[src/rtl/fetch_stage_pkg.sv]
// rtl/fetch_stage_pkg.sv - shared fetch types (package common); FETCH_MISALIGN_CHECK_EN adds the misaligned flag
package common;

    typedef logic [31:0] instruction_type;

    localparam instruction_type NOP_INSTRUCTION = 32'h0000_0013;

    typedef struct packed {
        instruction_type instruction;
        logic [31:0]     pc;
`ifdef FETCH_MISALIGN_CHECK_EN
        logic            misaligned;
`endif
    } fetch_entry_type;

endpackage

[src/rtl/fetch_stage_if.sv]
// rtl/fetch_stage_if.sv - instruction memory request/response channel
interface fetch_stage_if;

    logic        imem_req_valid;
    logic        imem_req_ready;
    logic [31:0] imem_req_addr;
    logic        imem_rsp_valid;
    logic [31:0] imem_rsp_data;

    modport master (
        output imem_req_valid,
        output imem_req_addr,
        input  imem_req_ready,
        input  imem_rsp_valid,
        input  imem_rsp_data
    );

    modport slave (
        input  imem_req_valid,
        input  imem_req_addr,
        output imem_req_ready,
        output imem_rsp_valid,
        output imem_rsp_data
    );

endinterface

[src/rtl/fetch_stage_queue.sv]
// rtl/fetch_stage_queue.sv - fetch_queue: synchronous FIFO of fetch entries, flush has priority
module fetch_queue
    import common::*;
#(
    parameter int DEPTH = 2
) (
    input  logic                   clk,
    input  logic                   reset,
    input  logic                   i_push,
    input  logic                   i_pop,
    input  logic                   i_flush,
    input  fetch_entry_type        i_push_entry,
    output fetch_entry_type        o_head,
    output logic [$clog2(DEPTH):0] o_count,
    output logic                   o_full,
    output logic                   o_empty
);

    localparam int AW = $clog2(DEPTH);
    localparam int CW = AW + 1;

    fetch_entry_type r_mem [DEPTH];
    logic [AW-1:0]   r_wr_ptr;
    logic [AW-1:0]   r_rd_ptr;
    logic [CW-1:0]   r_count;
    logic            w_do_push;
    logic            w_do_pop;

    assign o_full    = (r_count == CW'(DEPTH));
    assign o_empty   = (r_count == '0);
    assign o_count   = r_count;
    assign o_head    = r_mem[r_rd_ptr];
    assign w_do_push = i_push && !o_full;
    assign w_do_pop  = i_pop && !o_empty;

    always_ff @(posedge clk or posedge reset) begin
        if (reset) begin
            r_wr_ptr <= '0;
            r_rd_ptr <= '0;
            r_count  <= '0;
        end else if (i_flush) begin
            r_wr_ptr <= '0;
            r_rd_ptr <= '0;
            r_count  <= '0;
        end else begin
            if (w_do_push) r_wr_ptr <= r_wr_ptr + AW'(1);
            if (w_do_pop)  r_rd_ptr <= r_rd_ptr + AW'(1);
            r_count <= r_count + CW'(w_do_push) - CW'(w_do_pop);
        end
    end

    // Storage needs no reset; occupancy alone decides what is visible.
    always_ff @(posedge clk) begin
        if (w_do_push && !i_flush) r_mem[r_wr_ptr] <= i_push_entry;
    end

endmodule

[src/rtl/fetch_stage.sv]
// rtl/fetch_stage.sv - PC, credit and redirect logic of the fetch stage
// FETCH_MISALIGN_CHECK_EN tags the first entry after a misaligned redirect.
module fetch_stage
    import common::*;
#(
    parameter logic [31:0] RESET_PC        = 32'h0000_0000,
    parameter int          QUEUE_DEPTH     = 2,
    parameter int          MAX_OUTSTANDING = 2
) (
    input  logic            clk,
    input  logic            reset,
    fetch_stage_if.master   imem,
    input  logic            redirect_en,
    input  logic [31:0]     redirect_pc,
    input  logic            stall,
    output instruction_type instruction,
    output logic [31:0]     pc_out,
    output logic            instruction_valid,
    output logic            fetch_misaligned
);

    localparam int IW = $clog2(MAX_OUTSTANDING + 1);
    localparam int CW = $clog2(QUEUE_DEPTH) + 1;

    logic [31:0]     r_fetch_pc;
    logic [31:0]     r_rsp_pc;
    logic [IW-1:0]   r_inflight;
    logic [IW-1:0]   r_drop_count;
    logic [CW-1:0]   w_count;
    logic [31:0]     w_credit;
    logic [31:0]     w_target;
    logic            w_empty;
    logic            w_full;
    logic            w_pop;
    logic            w_push;
    logic            w_fire;
    fetch_entry_type w_head;
    fetch_entry_type w_push_entry;

    assign w_target = redirect_pc & 32'hFFFF_FFFC;
    assign w_pop    = !w_empty && !stall;
    // Every issued request must already own a queue slot for its response.
    assign w_credit = 32'(r_inflight) + 32'(w_count) - 32'(w_pop);

    assign imem.imem_req_valid = !reset && !redirect_en
                              && (32'(r_inflight) < 32'(MAX_OUTSTANDING))
                              && (w_credit < 32'(QUEUE_DEPTH));
    assign imem.imem_req_addr  = r_fetch_pc;
    assign w_fire = imem.imem_req_valid && imem.imem_req_ready;
    assign w_push = imem.imem_rsp_valid && (r_drop_count == '0) && !redirect_en && !w_full;

    always_ff @(posedge clk or posedge reset) begin
        if (reset) begin
            r_fetch_pc   <= RESET_PC;
            r_rsp_pc     <= RESET_PC;
            r_inflight   <= '0;
            r_drop_count <= '0;
        end else begin
            r_inflight <= r_inflight + IW'(w_fire) - IW'(imem.imem_rsp_valid);
            if (redirect_en) begin
                r_fetch_pc   <= w_target;
                r_rsp_pc     <= w_target;
                r_drop_count <= r_inflight - IW'(imem.imem_rsp_valid);
            end else begin
                if (w_fire) r_fetch_pc <= r_fetch_pc + 32'd4;
                if (w_push) r_rsp_pc <= r_rsp_pc + 32'd4;
                if (imem.imem_rsp_valid && (r_drop_count != '0))
                    r_drop_count <= r_drop_count - IW'(1);
            end
        end
    end

`ifdef FETCH_MISALIGN_CHECK_EN
    logic r_mis_pending;

    always_ff @(posedge clk or posedge reset) begin
        if (reset)            r_mis_pending <= 1'b0;
        else if (redirect_en) r_mis_pending <= (redirect_pc[1:0] != 2'b00);
        else if (w_push)      r_mis_pending <= 1'b0;
    end

    assign fetch_misaligned = !w_empty && w_head.misaligned;
`else
    assign fetch_misaligned = 1'b0;
`endif

    always_comb begin
        w_push_entry             = '0;
        w_push_entry.instruction = imem.imem_rsp_data;
        w_push_entry.pc          = r_rsp_pc;
`ifdef FETCH_MISALIGN_CHECK_EN
        w_push_entry.misaligned  = r_mis_pending;
`endif
    end

    fetch_queue #(.DEPTH(QUEUE_DEPTH)) u_queue (
        .clk          (clk),
        .reset        (reset),
        .i_push       (w_push),
        .i_pop        (w_pop),
        .i_flush      (redirect_en),
        .i_push_entry (w_push_entry),
        .o_head       (w_head),
        .o_count      (w_count),
        .o_full       (w_full),
        .o_empty      (w_empty)
    );

    assign instruction_valid = !w_empty;
    assign instruction       = w_empty ? NOP_INSTRUCTION : w_head.instruction;
    assign pc_out            = w_empty ? 32'h0 : w_head.pc;

endmodule

[src/flat_wrapper.sv]
// flat-port wrapper written by rule: the top's interface ports become plain ports
module fetch_stage_flat import common::*;
#(
    parameter logic [31:0] RESET_PC        = 32'h0000_0000,
    parameter int          QUEUE_DEPTH     = 2,
    parameter int          MAX_OUTSTANDING = 2
)
  (clk, reset, redirect_en, redirect_pc, stall, instruction, pc_out, instruction_valid, fetch_misaligned, imem_imem_req_valid, imem_imem_req_addr, imem_imem_req_ready, imem_imem_rsp_valid, imem_imem_rsp_data);
  fetch_stage_if imem_i ();
  input  logic clk;
  input  logic reset;
  input  logic redirect_en;
  input  logic [31:0] redirect_pc;
  input  logic stall;
  output instruction_type instruction;
  output logic [31:0] pc_out;
  output logic instruction_valid;
  output logic fetch_misaligned;
  output wire logic [$bits(imem_i.imem_req_valid)-1:0] imem_imem_req_valid;
  output wire logic [$bits(imem_i.imem_req_addr)-1:0] imem_imem_req_addr;
  input wire logic [$bits(imem_i.imem_req_ready)-1:0] imem_imem_req_ready;
  input wire logic [$bits(imem_i.imem_rsp_valid)-1:0] imem_imem_rsp_valid;
  input wire logic [$bits(imem_i.imem_rsp_data)-1:0] imem_imem_rsp_data;
  assign imem_imem_req_valid = imem_i.imem_req_valid;
  assign imem_imem_req_addr = imem_i.imem_req_addr;
  assign imem_i.imem_req_ready = imem_imem_req_ready;
  assign imem_i.imem_rsp_valid = imem_imem_rsp_valid;
  assign imem_i.imem_rsp_data = imem_imem_rsp_data;
  fetch_stage #(.RESET_PC(RESET_PC), .QUEUE_DEPTH(QUEUE_DEPTH), .MAX_OUTSTANDING(MAX_OUTSTANDING)) u_core (.clk(clk), .reset(reset), .imem(imem_i), .redirect_en(redirect_en), .redirect_pc(redirect_pc), .stall(stall), .instruction(instruction), .pc_out(pc_out), .instruction_valid(instruction_valid), .fetch_misaligned(fetch_misaligned));
endmodule
[config.mk]
export PLATFORM = sky130hd
export DESIGN_NAME = fetch_stage_flat
export DESIGN_NICKNAME = d
export VERILOG_FILES = /design/src/rtl/fetch_stage_pkg.sv /design/src/rtl/fetch_stage_if.sv /design/src/rtl/fetch_stage_queue.sv /design/src/rtl/fetch_stage.sv /design/src/flat_wrapper.sv
export SDC_FILE = /design/constraint.sdc
export NUM_CORES = 1
export LEC_CHECK = 0
export CAP_MARGIN = 20
export CORE_MARGIN = 2
export CORE_UTILIZATION = 55
export DETAILED_ROUTE_END_ITERATION = 6
export PLACE_DENSITY = 0.92
export REMOVE_ABC_BUFFERS = 1
export SLEW_MARGIN = 20
export SYNTH_ARGS = -nofsm -noshare
export SYNTH_HDL_FRONTEND = slang
export SYNTH_SLANG_ARGS = --single-unit
[constraint.sdc]
create_clock -name clk -period 8.8 [get_ports clk]
set_clock_uncertainty 0.15 [all_clocks]
set_input_delay 1.76 -clock clk [delete_from_list [all_inputs] [get_ports clk]]
set_output_delay 1.76 -clock clk [all_outputs]
set_load 0.05 [all_outputs]
* Yosys cells after proc, flatten, opt, wreduce, memory -nomap -nowiden
Memory sizes are Yosys's and may differ from the RTL's.
Cells that the tools add are included.
** Word-level totals
- Latch bits :: 0
- Memories :: 1
- RAM bits :: 128
- Bits in read-only memories :: 0
- Bits in registers :: 72
- Input bits :: 70
** Operators by class
- Multiply operators :: 0
- Eq/ne operators :: 1
- Div/mod/pow operators :: 0
- Mux-type cells :: 15
- Reductions and logical operators :: 25
- Order comparisons :: 2
- Shifts and indexed selects :: 0
- Bitwise logic cells :: 0
- $add $sub $neg :: 12
** Memories
- u_core.u_queue.r_mem :: words 2, width 64, rd ports 1, clocked after memory_dff 0, write ports 1, line fetch_stage_queue.sv:22 : fetch_entry_type r_mem [DEPTH];
** Operators by type and width (count)
- two-way mux 32 bit :: 6
- adder 32 x 3 -> 32 bit, second input constant :: 2
- < comparator 32 x 2 -> 1 bit, second input constant :: 1
- subtractor 32 x 1 -> 32 bit :: 1
- logical AND 1 bit :: 12
- nonzero test 2 bit :: 6
- two-way mux 1 bit :: 6
- two-way mux 2 bit :: 3
- subtractor 2 x 1 -> 2 bit :: 3
- zero test 1 bit :: 5
- adder 2 x 1 -> 2 bit :: 2
- zero test 2 bit :: 2
- adder 2 x 2 -> 3 bit :: 1
- adder 1 bit, second input constant :: 2
- == test 2 bit, second input constant :: 1
- < comparator 2 bit, second input constant :: 1
- subtractor 2 x 1 -> 2 bit, second input constant :: 1

* Longest topological paths before layout
- Depth after elaboration :: 9
- Mapped depth :: 13
- Gate-level depth less buffers :: 11

* Modules after synthesis
A second synthesis with hierarchy kept.
** Second synthesis, totals
- Cells, all modules :: 721
- Area, all modules :: 9263.9 sq um
** By module, submodules not included
- fetch_queue :: area an instance 5077.4 sq um, instances 1, cells an instance 223
- fetch_stage :: area an instance 4186.5 sq um, instances 1, cells an instance 498

* Worst setup path after synthesis
Ideal clock, no wire load.
- Path type :: input-to-reg
- Start :: in redirect_en
- End :: mem u_core.u_queue.r_mem[0][10] in the netlist's numbering, enable pin
- Library setup time :: 0.482 ns
- Arrival :: 5.226 ns
- Data required time :: 8.168 ns
- Stages on the path :: 5
- Slack :: 2.942 ns
- Cell sequence :: inv_1 > clkbuf_1 > clkbuf_1 > nand3_1 > nor2_1
** On the way
- Cells in the longest elaborated chain, start to end :: 7
** Ends and longest elaborated chain
- from (decl) :: line flat_wrapper.sv:12 : input logic redirect_en;
- zero test 1 bit * :: line fetch_stage_queue.sv:54, fetch_stage.sv:50
- logical AND 1 bit (2 in a row) :: line fetch_stage.sv:50 : assign w_push = imem.imem_rsp_valid && (r_drop_count == '0) && !redirect_en && !w_full;
- logical AND 1 bit :: line fetch_stage_queue.sv:33 : assign w_do_push = i_push && !o_full;
- logical AND 1 bit * :: line fetch_stage_queue.sv:54 : if (w_do_push && !i_flush) r_mem[r_wr_ptr] <= i_push_entry;
- two-way mux 1 bit * :: line fetch_stage_queue.sv:54
- two-way mux 1 bit (implied by the code) * :: line fetch_stage_queue.sv:54
- to (decl) :: line fetch_stage_queue.sv:22
Every way passes the cells marked *; elsewhere a longest branch is shown, timed or not.

* Worst setup path in the final report
- Start :: in stall
- End :: out imem_imem_req_valid
** On the way
- Cells in the longest elaborated chain, start to end :: 5
** Ends and longest elaborated chain
- from (decl) :: line flat_wrapper.sv:14 : input logic stall;
- zero test 1 bit :: line fetch_stage.sv:41 : assign w_pop = !w_empty && !stall;
- logical AND 1 bit :: line fetch_stage.sv:41
- subtractor 32 x 1 -> 32 bit :: line fetch_stage.sv:43 : assign w_credit = 32'(r_inflight) + 32'(w_count) - 32'(w_pop);
- < comparator 32 x 2 -> 1 bit :: line fetch_stage.sv:47 : && (w_credit < 32'(QUEUE_DEPTH));
- logical AND 1 bit :: line fetch_stage.sv:47
- to (decl) :: line flat_wrapper.sv:19 : output wire logic [$bits(imem_i.imem_req_valid)-1:0] imem_imem_req_valid;
No other way between the ends.

==> metrics.md <==
| Metric | Value |
|---|---|
| Number of nets in the final layout | 924 |
| Period utilisation layout | 70.9% |
| Number of buffer cells added on primary ports | 161 |
| CP endpoint kind | output pin |
| Worst vdd ir | 0.160 mV |
| Transition at the pin with the smallest max-transition slack | 1090 ps |
| Area Growth Syn to Fin | 27.2% |
| Top FF cell, synth | edfxtp_1 |
| Number of failing setup endpoints in the final timing report | 0 |
| Power consumption | 2900 µW |
| Final number of hold-violating endpoints | 0 |
| Post-synth cell types | 45 |
| Critical Path Fanout Max | 2 |
| Setup repair after global routing missed its margin | false |
| Estimated wirelength of the detail-placed design | 12.2 mm |
| Internal power | 1800 µW |
| Total GRT Usage | 22.3% |
| Share of layout cells above drive strength 1 | 8.53% |
| Post-layout min period | 6240 ps |
| Commonest cells after routing, fill and taps aside | clkdlybuf4s50_1, edfxtp_1, nor2_1, dfrtp_1, mux2i_1 |
| Vias per cell | 5.73 |
| Longest Clk Path Bufs | 2 |
| Post-Syn Area per Cell | 12.6 µm² |
| Run status | completed |
| Final antenna-violating net count | 0 |
| CTS Buf Count | 17 |
| Total length of routed wires | 18.4 mm |
| DRC | 0 |
| Global-route wire length before repair | 28.8 mm |
| Post-CTS repair timing setup buffer count | 0 |
| Number of synthesized flops with an enable pin | 124 |
| Cell type of the slowest stage on the worst timing path | clkdlybuf4s50_1 |
| Required time worst endpoint | 6890 ps |
| YS warnings | 0 |
| Clk pwr share | 24.4% |
| Kind of launch point of the worst setup path | input pin |
| Number of antenna cells inserted | 0 |
| Worst hold path class | flop to flop |
| Die ar. | 16800 µm² |
| Cell area after synthesis | 8660 µm² |
| Number of flip-flops and latches in the synthesized netlist | 192 |
| Starting utilization of the core area | 56.5% |
| Detailed-route via count | 6113 |
| Share of synthesized area occupied by flip-flops and latches | 62.6% |
| Max-slew headroom | 27.6% |
| Grt total ovfl | 0 |
| Leakage power | 0.00387 µW |
| TritonCTS Sinks | 192 |
| Critical Setup Path Class | input pin to output pin |
| Max-capacitance violation count | 0 |
| Final-report max-slew violation count | 0 |
| Clock tree root buffer cell | clkbuf_16 |
| Net switching share of the total power | 38.1% |
| Power share of the sequential group | 40.8% |
| Share of total power in combinational logic | 34.8% |
| Height of the die | 129 µm |
| Worst EP arrival | 4330 ps |
| Num ports | 169 |
| FILL cells | 1041 |
| H-tree levels | 4 |
| Power density normalized to cell area | 263 nW/µm² |
| Crit path cell chain | clkdlybuf4s50_1, nor3_1, ha_1, ha_1, or4_4, a211oi_1, clkdlybuf4s50_1 |
| P_sw | 1110 µW |
| TritonCTS clock tree | built |
| Maximum clock rate | 160 MHz |
| Die X | 129 µm |
| Post-CTS clock slew at the launch and capture registers of the worst setup and hold paths | 70 ps |
| Pin count of the biggest net entering global routing | 69 |
| Summed negative setup slack over all endpoints | 0 ps |
| Average wire per cell in the routed design | 17.2 µm |
| Summed area of non-filler cells in the final layout | 11000 µm² |
| Placed Area | 10500 µm² |
| Std-Cell Core Area | 15300 µm² |
| Top post-synthesis cells by area | edfxtp_1, dfrtp_1, mux2i_1 |
| Fraction of registers with async set/reset | 35.4% |
| Number of DRC markers after the initial detailed-route iteration | 636 |
| Number of antenna violations at the first check in global routing | 0 |
| Global placement routability congestion | 0.859 |
| Number of buffers inserted by hold repair at cts | 0 |
| Std cell rows | 45 |
| Via count of the first global-routing pass | 5813 |
| Slowest stage delay, CP | 850 ps |
| Cell type with the largest total area after synthesis | edfxtp_1 |
| Iteration count of the initial detailed-routing pass | 6 |
| Number of instances resized during post-cts repair | 0 |
| Post-layout util | 71.9% |
| Commonest non-fill, non-tap cell in the layout | clkdlybuf4s50_1 |
| Worst-skew pair later-pin latency | 430 ps |
| Area share of the largest cell type after synthesis | 43.0% |
| Post-Synthesis Cells | 688 |
-- stage by stage --
step | setup WS, ps | hold slack, ps | instances
floorplan | 2310 | 312 | 656
global placement | 2640 | 325 | 1035
detailed placement | 2600 | 338 | 1035
CTS | 2560 | 364 | 1067
global route | 2490 | 370 | 1067
finish | 2560 | 368 | 1067
-- worst max-delay path, delay by kind of cell --
family                     cells  cell delay, ps
buffers and inverters          2            1320
and+or+nand+nor                2             600
adders and majority gates      2             360
AOI/OAI and AO/OA              1             270
-- cells by family (layout without fill, tap and decap cells) --
kind of cell	after synthesis	count (layout)	synth area share (%)
AOI/OAI and AO/OA	63	63	4.51
adders and majority gates	11	11	1.68
xor gates and xnor gates	47	47	4.75
buffers and inverters	53	217	2.69
other	1	5	0.0433
DFF	192	192	62.6
and+or+nand+nor	235	235	13.4
muxes	86	86	10.3
-- routing by layer --
layer  global-route usage [%]  vias up  share of wire (%)
met5                        0        -                  0
met4                     9.30        0                2.5
met3                     4.54       43                7.0
met2                     36.0      304                 48
met1                     29.9     2933                 43
li1                         -     2833                  -
-- power by group through the flow --
stage	registers [µW]	logic, µW	clock network (µW)
after CTS	1180	1020	725
final	1180	1010	709
after global placement	1190	992	0
after detailed placement	1200	1010	0
after floorplan	1230	644	0
after global routing	1200	1070	760
-- area by class of cell --
type | instances | area, µm² | area share [%]
clock buffer | 17 | 425 | 3.86
clock inverter | 15 | 123 | 1.11
inverter | 17 | 63.8 | 0.579
multi-input combinational | 447 | 3050 | 27.6
sequential | 192 | 5430 | 49.3
tap | 211 | 264 | 2.40
timing repair buffer | 168 | 1660 | 15.1
-- Yosys cell counts (17+ instances only) --
cell and n:
a21oi_1 17, clkbuf_1 26, dfrtp_1 68, edfxtp_1 124, mux2_2 23, mux2i_1 63
nand2_1 33, nand3_1 21, nand4_1 34, nor2_1 88, xnor2_1 23, xor2_1 24
-- sequential cells by signal (all words and copies together), names as in the netlist --
signal	count
u_core.u_queue.r_mem	124
u_core.imem.imem_req_addr	30
u_core.r_inflight	2
u_core.u_queue.r_wr_ptr	1
u_core.r_drop_count	2
u_core.u_queue.r_rd_ptr	1
u_core.u_queue.o_count	2
u_core.r_rsp_pc	30
-- worst paths after layout --
path	startpoint	end	slack, ps	cells after the start
setup / recovery	stall	imem_imem_req_valid	2560	7
min in group asynchronous	reset	u_core.r_inflight[1]	1770	3
max in group asynchronous	reset	u_core.u_queue.r_rd_ptr	6050	3
hold reg to reg	u_core.r_rsp_pc[31]	u_core.u_queue.r_mem[0][31]	370	0
hold / removal	u_core.r_rsp_pc[31]	u_core.u_queue.r_mem[0][31]	370	0
setup reg to reg	u_core.u_queue.o_count[0]	u_core.imem.imem_req_addr[31]	4820	11
Power figures use the tool's default switching activity.
